<file path="src/rtl/com_op_code_pkg.sv">
// Shared op-code map, issuer state encoding and small helpers for the
// firmware-side op-code issuer.
package com_op_code_pkg;

    localparam logic [3:0] OP_W_RESET         = 4'd0;
    localparam logic [3:0] OP_W_CFG_STATIC_0  = 4'd1;
    localparam logic [3:0] OP_R_CFG_STATIC_0  = 4'd2;
    localparam logic [3:0] OP_W_CFG_STATIC_1  = 4'd3;
    localparam logic [3:0] OP_R_CFG_STATIC_1  = 4'd4;
    localparam logic [3:0] OP_W_CFG_ARRAY_0   = 4'd5;
    localparam logic [3:0] OP_R_CFG_ARRAY_0   = 4'd6;
    localparam logic [3:0] OP_W_CFG_ARRAY_1   = 4'd7;
    localparam logic [3:0] OP_R_CFG_ARRAY_1   = 4'd8;
    localparam logic [3:0] OP_W_CFG_ARRAY_2   = 4'd9;
    localparam logic [3:0] OP_R_CFG_ARRAY_2   = 4'd10;
    localparam logic [3:0] OP_R_DATA_ARRAY_0  = 4'd11;
    localparam logic [3:0] OP_R_DATA_ARRAY_1  = 4'd12;
    localparam logic [3:0] OP_W_STATUS_CLEAR  = 4'd13;
    localparam logic [3:0] OP_W_EXECUTE       = 4'd14;
    localparam logic [3:0] OP_INVALID         = 4'd15;

    localparam int unsigned NUM_OP = 15;

    typedef enum logic [1:0] {
        IDLE,
        ISSUE,
        WAIT_DONE
    } issuer_state_t;

    // Codes whose target finishes within the single strobe cycle.
    function automatic logic is_self_completing(input logic [3:0] op);
        return (op == OP_W_RESET) || (op == OP_W_STATUS_CLEAR);
    endfunction

endpackage

</file>
<file path="src/rtl/com_op_code_timeout_cnt.sv">
// Loadable up-counter with clear/enable; tc flags the last allowed
// WAIT_DONE cycle (count == TIMEOUT_CYCLES-1).
module com_op_code_timeout_cnt #(
    parameter int unsigned TIMEOUT_CYCLES = 1024,
    parameter int unsigned TO_W           = 16
) (
    input  logic            clk,
    input  logic            rst_n,
    input  logic            clear,
    input  logic            load,
    input  logic [TO_W-1:0] load_value,
    input  logic            enable,
    output logic            tc
);

    logic [TO_W-1:0] count;

    // NOTE: sequential state is written with non-blocking assignments only,
    // so every flop samples pre-edge values regardless of process order.
    always_ff @(posedge clk or negedge rst_n) begin
        if (!rst_n) begin
            count <= '0;
        end else if (clear) begin
            count <= '0;
        end else if (load) begin
            count <= load_value;
        end else if (enable) begin
            count <= count + 1'b1;
        end
    end

    assign tc = (count == TO_W'(TIMEOUT_CYCLES - 1));

endmodule

</file>
<file path="src/rtl/com_op_code_issuer.sv">
// Accepts one command at a time, validates dev_id/op code, drives the
// one-hot op-code strobe and waits for completion or timeout.
module com_op_code_issuer #(
    parameter logic [3:0]  DEV_ID         = 4'h0,
    parameter int unsigned NUM_OP         = com_op_code_pkg::NUM_OP,
    parameter int unsigned TIMEOUT_CYCLES = 1024,
    parameter int unsigned TO_W           = 16
) (
    input  logic              fw_axi_clk,
    input  logic              fw_rst_n,
    input  logic              cmd_valid,
    output logic              cmd_ready,
    input  logic [3:0]        cmd_dev_id,
    input  logic [3:0]        cmd_op_code,
    input  logic              op_done,
    output logic              fw_dev_id_enable,
    output logic [NUM_OP-1:0] fw_op_code,
    output logic              busy,
    input  logic              sts_clear,
    output logic              sts_done,
    output logic              sts_err_dev_id,
    output logic              sts_err_op,
    output logic              sts_err_timeout
);

    import com_op_code_pkg::*;

    issuer_state_t state_q, state_d;
    logic [3:0]    op_q;
    logic          cmd_ready_q, cmd_ready_d;
    logic          accept, dev_ok, op_ok, to_tc;
    logic          set_done, set_err_dev, set_err_op, set_err_to;

    assign accept = (state_q == IDLE) && cmd_valid && cmd_ready_q;
    assign dev_ok = (cmd_dev_id == DEV_ID);
    assign op_ok  = (32'(cmd_op_code) < NUM_OP);

    com_op_code_timeout_cnt #(
        .TIMEOUT_CYCLES (TIMEOUT_CYCLES),
        .TO_W           (TO_W)
    ) u_timeout_cnt (
        .clk        (fw_axi_clk),
        .rst_n      (fw_rst_n),
        .clear      (state_q == ISSUE),
        .load       (1'b0),
        .load_value ('0),
        .enable     (state_q == WAIT_DONE),
        .tc         (to_tc)
    );

    always_ff @(posedge fw_axi_clk or negedge fw_rst_n) begin
        if (!fw_rst_n) begin
            state_q         <= IDLE;
            op_q            <= '0;
            cmd_ready_q     <= 1'b1;
            sts_done        <= 1'b0;
            sts_err_dev_id  <= 1'b0;
            sts_err_op      <= 1'b0;
            sts_err_timeout <= 1'b0;
        end else begin
            state_q     <= state_d;
            cmd_ready_q <= cmd_ready_d;
            if (accept) begin
                op_q <= cmd_op_code;
            end
            // A set event in the same cycle as sts_clear takes priority.
            sts_done        <= set_done    | (sts_done        & ~sts_clear);
            sts_err_dev_id  <= set_err_dev | (sts_err_dev_id  & ~sts_clear);
            sts_err_op      <= set_err_op  | (sts_err_op      & ~sts_clear);
            sts_err_timeout <= set_err_to  | (sts_err_timeout & ~sts_clear);
        end
    end

    // NOTE: every signal assigned here gets a default first, so no path
    // through the case leaves it unassigned and no latch is inferred.
    always_comb begin
        state_d     = state_q;
        set_done    = 1'b0;
        set_err_dev = 1'b0;
        set_err_op  = 1'b0;
        set_err_to  = 1'b0;
        case (state_q)
            IDLE: begin
                if (accept) begin
                    if (!dev_ok) begin
                        set_err_dev = 1'b1;
                    end else if (!op_ok) begin
                        set_err_op = 1'b1;
                    end else begin
                        state_d = ISSUE;
                    end
                end
            end
            ISSUE: begin
                if (is_self_completing(op_q)) begin
                    state_d  = IDLE;
                    set_done = 1'b1;
                end else begin
                    state_d = WAIT_DONE;
                end
            end
            WAIT_DONE: begin
                if (op_done) begin
                    state_d  = IDLE;
                    set_done = 1'b1;
                end else if (to_tc) begin
                    state_d    = IDLE;
                    set_err_to = 1'b1;
                end
            end
            default: state_d = IDLE;
        endcase
        // Ready is withheld for one cycle after any handshake, dropped or not.
        cmd_ready_d = (state_d == IDLE) && !accept;
    end

    // Outputs decode registered state only; cmd_* never reaches a strobe.
    always_comb begin
        busy             = (state_q != IDLE);
        fw_dev_id_enable = busy;
        cmd_ready        = cmd_ready_q;
        fw_op_code       = '0;
        for (int i = 0; i < int'(NUM_OP); i++) begin
            fw_op_code[i] = busy && (op_q == 4'(i));
        end
    end

endmodule

</file>
<file path="config.mk">
export PLATFORM = sky130hd
export DESIGN_NAME = com_op_code_issuer
export DESIGN_NICKNAME = d
export VERILOG_FILES = /design/src/rtl/com_op_code_pkg.sv /design/src/rtl/com_op_code_timeout_cnt.sv /design/src/rtl/com_op_code_issuer.sv
export SDC_FILE = /design/constraint.sdc
export NUM_CORES = 1
export LEC_CHECK = 0
export ABC_AREA = 1
export CORE_ASPECT_RATIO = 0.9
export CORE_UTILIZATION = 56
export CTS_CLUSTER_SIZE = 28
export DETAILED_ROUTE_END_ITERATION = 8
export PLACE_DENSITY = 0.85
export SLEW_MARGIN = 10
export SYNTH_ARGS = -nofsm -noshare
export SYNTH_HDL_FRONTEND = slang
export SYNTH_HIERARCHICAL = 1
export SYNTH_SLANG_ARGS = --single-unit
</file>
<file path="constraint.sdc">
create_clock -name fw_axi_clk -period 2.6 [get_ports fw_axi_clk]
set_input_delay 0.26 -clock fw_axi_clk [delete_from_list [all_inputs] [get_ports fw_axi_clk]]
set_output_delay 0.26 -clock fw_axi_clk [all_outputs]
set_load 0.1 [all_outputs]
</file>
==> results of run 1 <==
==> synth_stat cells, types with 3 or more instances <==
cell type  instances
inv_1             29
nand3_2            4
o31ai_1            3
xor2_1             7
dfrtp_1           26
nor2_1            64
inv_2              4
nor2_2             4
a21oi_1            4
nand3_1           16
nand2_2            3
o21ai_1           11
nand4_1            6
ha_1               5
buf_4              5
nand2_1           78
==> worst paths after layout <==
path | startpoint | end | slack, ns | cells past startpoint
worst max-delay path | state_q[0] | fw_op_code[2] | 0.58 | 6
worst min register to register | sts_done | sts_done | 0.49 | 2
worst min-delay path | fw_rst_n | u_timeout_cnt/count[2] | 0.35 | 2
worst max register to register | u_timeout_cnt/count[0] | cmd_ready | 0.69 | 11
min in group fw_axi_clk | sts_done | sts_done | 0.49 | 2
max in group asynchronous | fw_rst_n | cmd_ready | 1.94 | 2
==> cell type report <==
type / count / area (um^2) / share of cell area, %
Clock buffer: 4 / 45.0 / 1.94
Inverter: 33 / 124 / 5.34
Multi-Input combinational cell: 231 / 1130 / 48.6
Sequential cell: 27 / 677 / 29.2
Tap cell: 42 / 52.6 / 2.27
Timing Repair Buffer: 35 / 293 / 12.6
==> sequential cells by signal, summed over array words and instances, names as in the netlist <==
register and flops:
cmd_ready 1, op_q 4, state_q 2, sts_done 1, sts_err_dev_id 1, sts_err_op 1, sts_err_timeout 1, u_timeout_cnt/count 16
==> kinds of logic after synthesis <==
logic type               share of synthesized area, %
AND/OR/NAND/NOR                                  40.2
buffers and inverters                            9.29
flip-flops                                       35.4
AO/OA/AOI/OAI                                    7.66
XOR/XNOR                                         3.21
adder cells (fa/ha/maj)                          3.27
other                                           0.196
multiplexers                                    0.785
==> routing by layer <==
metal,wire [um],part of all wire (%)
met5,0,0
met4,46,1.1
met3,287,6.6
met2,1910,44
met1,2130,49
==> stage by stage <==
step,power (mW),cells
3_5_place_dp,2.13,368
4_1_cts,2.38,372
6_report,2.38,372
3_3_place_gp,2.09,368
2_1_floorplan,1.87,298
5_1_grt,2.56,372
==> power by group through the flow <==
stage / clock [mW] / sequential [mW] / combinational [mW]
CTS: 0.254 / 0.818 / 1.30
global placement: 0 / 0.814 / 1.28
detailed placement: 0 / 0.828 / 1.30
floorplan: 0 / 0.907 / 0.961
finish: 0.246 / 0.826 / 1.31
global route: 0.267 / 0.856 / 1.44
==> worst max-delay path: stages, from the launching register on <==
cell	delay (ns)
dfrtp_1	0.43
inv_1	0.10
ha_1	0.25
inv_2	0.13
nand3_1	0.15
nor2_1	0.12
buf_4	0.30
==> run metrics, run 1 <==
dominant cell type by area after synthesis=dfrtp_1; fin worst setup slack=approximately 0.58 ns; met1 track demand over resource in global routing=approximately two fifths; Switching Fraction=between 50% and 60%; endpoint required time on the critical path=roughly 2.3 ns; mean cell area of the mapped netlist=6.78 um^2; Unique masters post-synth=29; leakage power of the design=around 1.2 nW; Cell Area, Synth=0.00191 mm^2; maximum fanout count along the critical path=7; post-layout net count=~350; drc violations=0; power density of the placed cells=1030 mW/mm^2; TritonCTS clock tree=yes; clock share of power=around a tenth; post-CTS clock slew at the launch and capture registers of the worst setup and hold paths=0.09 ns; Hold Slack=approximately 0.35 ns; Final GP Congestion=slightly below 0.9; Final Max Tran Viols=0; most frequent standard cell in the layout excluding fill and tap cells=nand2_1; Setup TNS=0 ns; Design Area, Final=0.00232 mm^2; Post-synth ARST share=100%; buffers from clock root to sink, at most=2; commonest register cell after synthesis=dfrtp_1; H-tree lvl count=1; cell internal pwr=approximately 1.1 mW; count of synthesis-stage warnings from yosys=6; slew at the pin closest to its max-slew limit=roughly 0.58 ns; GRT overflow=0; flops & latches, synth=27; busiest layer in global routing=met2; sum of net half-perimeters after detailed placement=3.22 mm; highest attainable clock frequency=495 MHz; Die Footprint=0.00365 mm^2; clock tree root buffer cell=clkbuf_8; total routed wirelength=between 4 and 5 mm; number of enable flip-flop cells after synthesis=0; chip height=57.4 um; Chip Width=between 60 and 70 um; largest clock skew in the final design=0.00659 ns; relative contribution of combinational cells to total power=a little over half; source-to-sink clock delay at the later pin of the worst-skew pair=0.28 ns; worst setup path category=flip-flop to output pin; path class of the lowest-slack min-delay path=input pin to async pin; final setup violation count=0; number of iterations in the first detailed-routing pass=4; largest net degree at the start of global routing=28; area of the core=0.00316 mm^2; Num CTS Buffers=3; remaining antenna violation count=0; number of buffers inserted to repair setup after CTS=0; count of standard-cell rows=19; cell count after synthesis=282; Synth top area share=between 30% and 40%; antenna violations before repair=0; placed cell area=between 0.002 and 0.0025 mm^2; Total Routing Usage GR=27.4%; total number of vias=1,873; status=finished clean; top library cells by usage in the layout, fill and taps aside=78 x nand2_1, 60 x nor2_1, 29 x inv_1; final standard cell utilization of the core=roughly 73%; arrival time of the worst setup path=~1.8 ns; unrepaired setup endpoints after global routing=false; Sink Count=27; vias in the first global route=1,692; initial core utilization=between 60% and 70%; layout filler cell count=263; number of diodes=0; crit share post-route=just under 80%; share of final-layout standard cells stronger than drive strength 1=about 15%; Port Buffers=34; final number of hold-violating endpoints=0; worst slew margin relative to its limit=about three fifths; fraction of the yosys area taken by sequential cells=a little over a third; Worst Setup Start Kind=flip-flop; peak supply drop=around 0.00073 V; part of the power in registers=about a third; number of instances resized during post-cts repair=0; wire length of the first global-routing pass=a little under 8 mm; WL/cell=11.8 um; Boundary Pins=35; fraction of met3 tracks used by global routing=~4.8%; count of max-cap constraint violations=0; reported net switching power=between 1 and 1.5 mW; routed vias/inst=about 5.0; element type at the critical path end=output pin; post-synthesis to final-layout area growth=21.3%; hold buffers post-CTS=0; synth top area cells=dfrtp_1 34%, nand2_1 15%, nor2_1 13%, inv_1 5.7%, nand3_1 4.2%; met2 Track Usage GR=between 40% and 50%; post-route minimum period=around 2.0 ns; number of design-rule violations left by the first detailed-router iteration=approximately 180; Placement Setup Slack=between 0.7 and 0.8 ns
Note: power is estimated with default switching activity, not from simulation.
==> run 2, diff against run 1 <==
--- a/config.mk
+++ b/config.mk
@@ -7,10 +7,10 @@
 export LEC_CHECK = 0
 export ABC_AREA = 1
 export CORE_ASPECT_RATIO = 0.9
-export CORE_UTILIZATION = 56
+export CORE_UTILIZATION = 52
 export CTS_CLUSTER_SIZE = 28
 export DETAILED_ROUTE_END_ITERATION = 8
-export PLACE_DENSITY = 0.85
+export PLACE_DENSITY = 0.79
 export SLEW_MARGIN = 10
 export SYNTH_ARGS = -nofsm -noshare
 export SYNTH_HDL_FRONTEND = slang
==> constraint.sdc (replaced) <==
create_clock -name fw_axi_clk -period 2.1 [get_ports fw_axi_clk]
set_input_delay 0.21 -clock fw_axi_clk [delete_from_list [all_inputs] [get_ports fw_axi_clk]]
set_output_delay 0.21 -clock fw_axi_clk [all_outputs]
set_load 0.1 [all_outputs]
==> run metrics, run 2 (synthesis gave the netlist of run 1 again) <==
TritonCTS clock tree=yes; fin worst setup slack=around 0.14 ns; element type at the critical path end=output pin; count of max-cap constraint violations=0; layout filler cell count=250; total routed wirelength=about 4.4 mm; post-CTS clock slew at the launch and capture registers of the worst setup and hold paths=about 0.090 ns; Final Max Tran Viols=0; endpoint required time on the critical path=1.89 ns; total number of vias=1,865; Biggest register=u_timeout_cnt/count; post-layout net count=350; arrival time of the worst setup path=about 1.8 ns; maximum fanout count along the critical path=7; most frequent standard cell in the layout excluding fill and tap cells=nand2_1; path class of the lowest-slack min-delay path=input pin to async pin; routed vias/inst=between 4 and 5; busiest layer in global routing=met2; clock share of power=a little under a tenth; max reg flops=16; placed cell area=roughly 0.0026 mm^2; setup slack on the worst flop-to-flop path=~0.30 ns; largest clock skew in the final design=0.00691 ns; source-to-sink clock delay at the later pin of the worst-skew pair=approximately 0.27 ns; register area=slightly below 700 um^2; Switching Fraction=a little over half; part of the power in registers=32.4%; power density of the placed cells=roughly 1200 mW/mm^2; final setup violation count=0; crit share post-route=between 90% and 100%; leakage power of the design=1.30 nW; combined area of the multi-input logic cells=around 0.0012 mm^2; Sink Count=27; unrepaired setup endpoints after global routing=false; worst r2r dst=cmd_ready; fraction of met3 tracks used by global routing=under 10%; initial core utilization=approximately 55%; number of diodes=0; remaining antenna violation count=0; Hold Slack=roughly 0.31 ns; Worst Reg2Reg Path Length in Cells=11; Num CTS Buffers=3; Final GP Congestion=0.892; cell internal pwr=between 1 and 1.5 mW; Chip Width=between 60 and 70 um; post-synthesis to final-layout area growth=37.2%; largest registers=u_timeout_cnt/count: 16 flops, op_q: 4 flops, state_q: 2 flops; area of the core=0.00345 mm^2; H-tree lvl count=1; sum of net half-perimeters after detailed placement=between 3 and 4 mm; Die Footprint=between 0.003 and 0.004 mm^2; Placement Setup Slack=between 0.2 and 0.25 ns; relative contribution of combinational cells to total power=58.4%; highest attainable clock frequency=511 MHz; peak supply drop=~0.00065 V; vias in the first global route=around 1,700; number of design-rule violations left by the first detailed-router iteration=between 100 and 150; hold buffers post-CTS=0; Total Routing Usage GR=24.6%; clock tree root buffer cell=clkbuf_8; wire length of the first global-routing pass=approximately 7.4 mm; buffers from clock root to sink, at most=2; status=finished clean; reported net switching power=approximately 1.7 mW; top library cells by usage in the layout, fill and taps aside=78 x nand2_1, 49 x nor2_1, 29 x inv_1; drc violations=0; GRT overflow=0; worst setup path category=flip-flop to output pin; met2 Track Usage GR=between 40% and 50%; share of final-layout standard cells stronger than drive strength 1=between 10% and 20%; count of standard-cell rows=20; met1 track demand over resource in global routing=approximately a third; Port Buffers=34; antenna violations before repair=0; WL/cell=~12 um; chip height=between 50 and 60 um; number of iterations in the first detailed-routing pass=4; final number of hold-violating endpoints=0; Boundary Pins=35; largest net degree at the start of global routing=28; startpoint of the worst register-to-register path=u_timeout_cnt/count[1]; Design Area, Final=~0.0026 mm^2; post-route minimum period=between 1.5 and 2 ns; Worst Setup Start Kind=flip-flop
==> run 2: cell types whose count changed in the layout (fill, tap and decap cells not counted), sizes merged <==
cell	change
buf	+1
==> run 2: power groups by stage <==
| stage | logic (mW) | registers [mW] | clock network [mW] |
|---|---|---|---|
| 2_1_floorplan | 1.26 | 1.12 | 0 |
| 3_3_place_gp | 1.79 | 1.01 | 0 |
| 3_5_place_dp | 1.83 | 1.01 | 0 |
| 4_1_cts | 1.84 | 1.01 | 0.305 |
| 5_1_grt | 2.00 | 1.05 | 0.324 |
| 6_report | 1.84 | 1.02 | 0.290 |
==> run 2: area by class of cell <==
cell class	instances	area share [%]
Multi-Input combinational cell	231	46.0
Timing Repair Buffer	36	19.6
Sequential cell	27	25.8
Inverter	33	4.82
Tap cell	44	2.10
Clock buffer	4	1.72
==> run 2: critical path, cell delays in order, from the launching register on <==
cell and delay (ns):
dfrtp_1 0.40, inv_1 0.09, ha_1 0.27, inv_4 0.14, nand3_2 0.21, nor2_4 0.18
buf_12 0.18
==> run 2: through the flow <==
step	TNS [ns]	cells	util (%)	total power [mW]
floorplan	-0.706	298	-	2.38
global placement	0	371	74.2	2.80
detailed placement	0	371	74.2	2.85
CTS	0	375	75.6	3.15
global route	0	375	75.9	3.38
finish	0	375	75.9	3.16
==> run 2: repair_timing <==
action,CTS,global route
buffers inserted,0,0
setup endpoints to repair,4,4
gates resized for setup,1,2
cloned,0,0
==> run 2: how the worst max path moves through the flow <==
stage	slack, ns	to	startpoint	depth (start not counted)
floorplan	-0.08	fw_op_code[0]	state_q[0]	5
global placement	0.33	fw_op_code[14]	state_q[0]	6
finish	0.14	fw_op_code[14]	state_q[0]	6
CTS	0.04	fw_op_code[11]	state_q[0]	6
global route	0.05	fw_op_code[14]	state_q[1]	6
detailed placement	0.24	cmd_ready	u_timeout_cnt/count[0]	11
==> run 2: per-layer routing <==
metal  wire, um  part of all wire, %
met5          0                    0
met2       2100                   48
met1       2040                   46
met4         46                  1.0
met3        226                  5.1
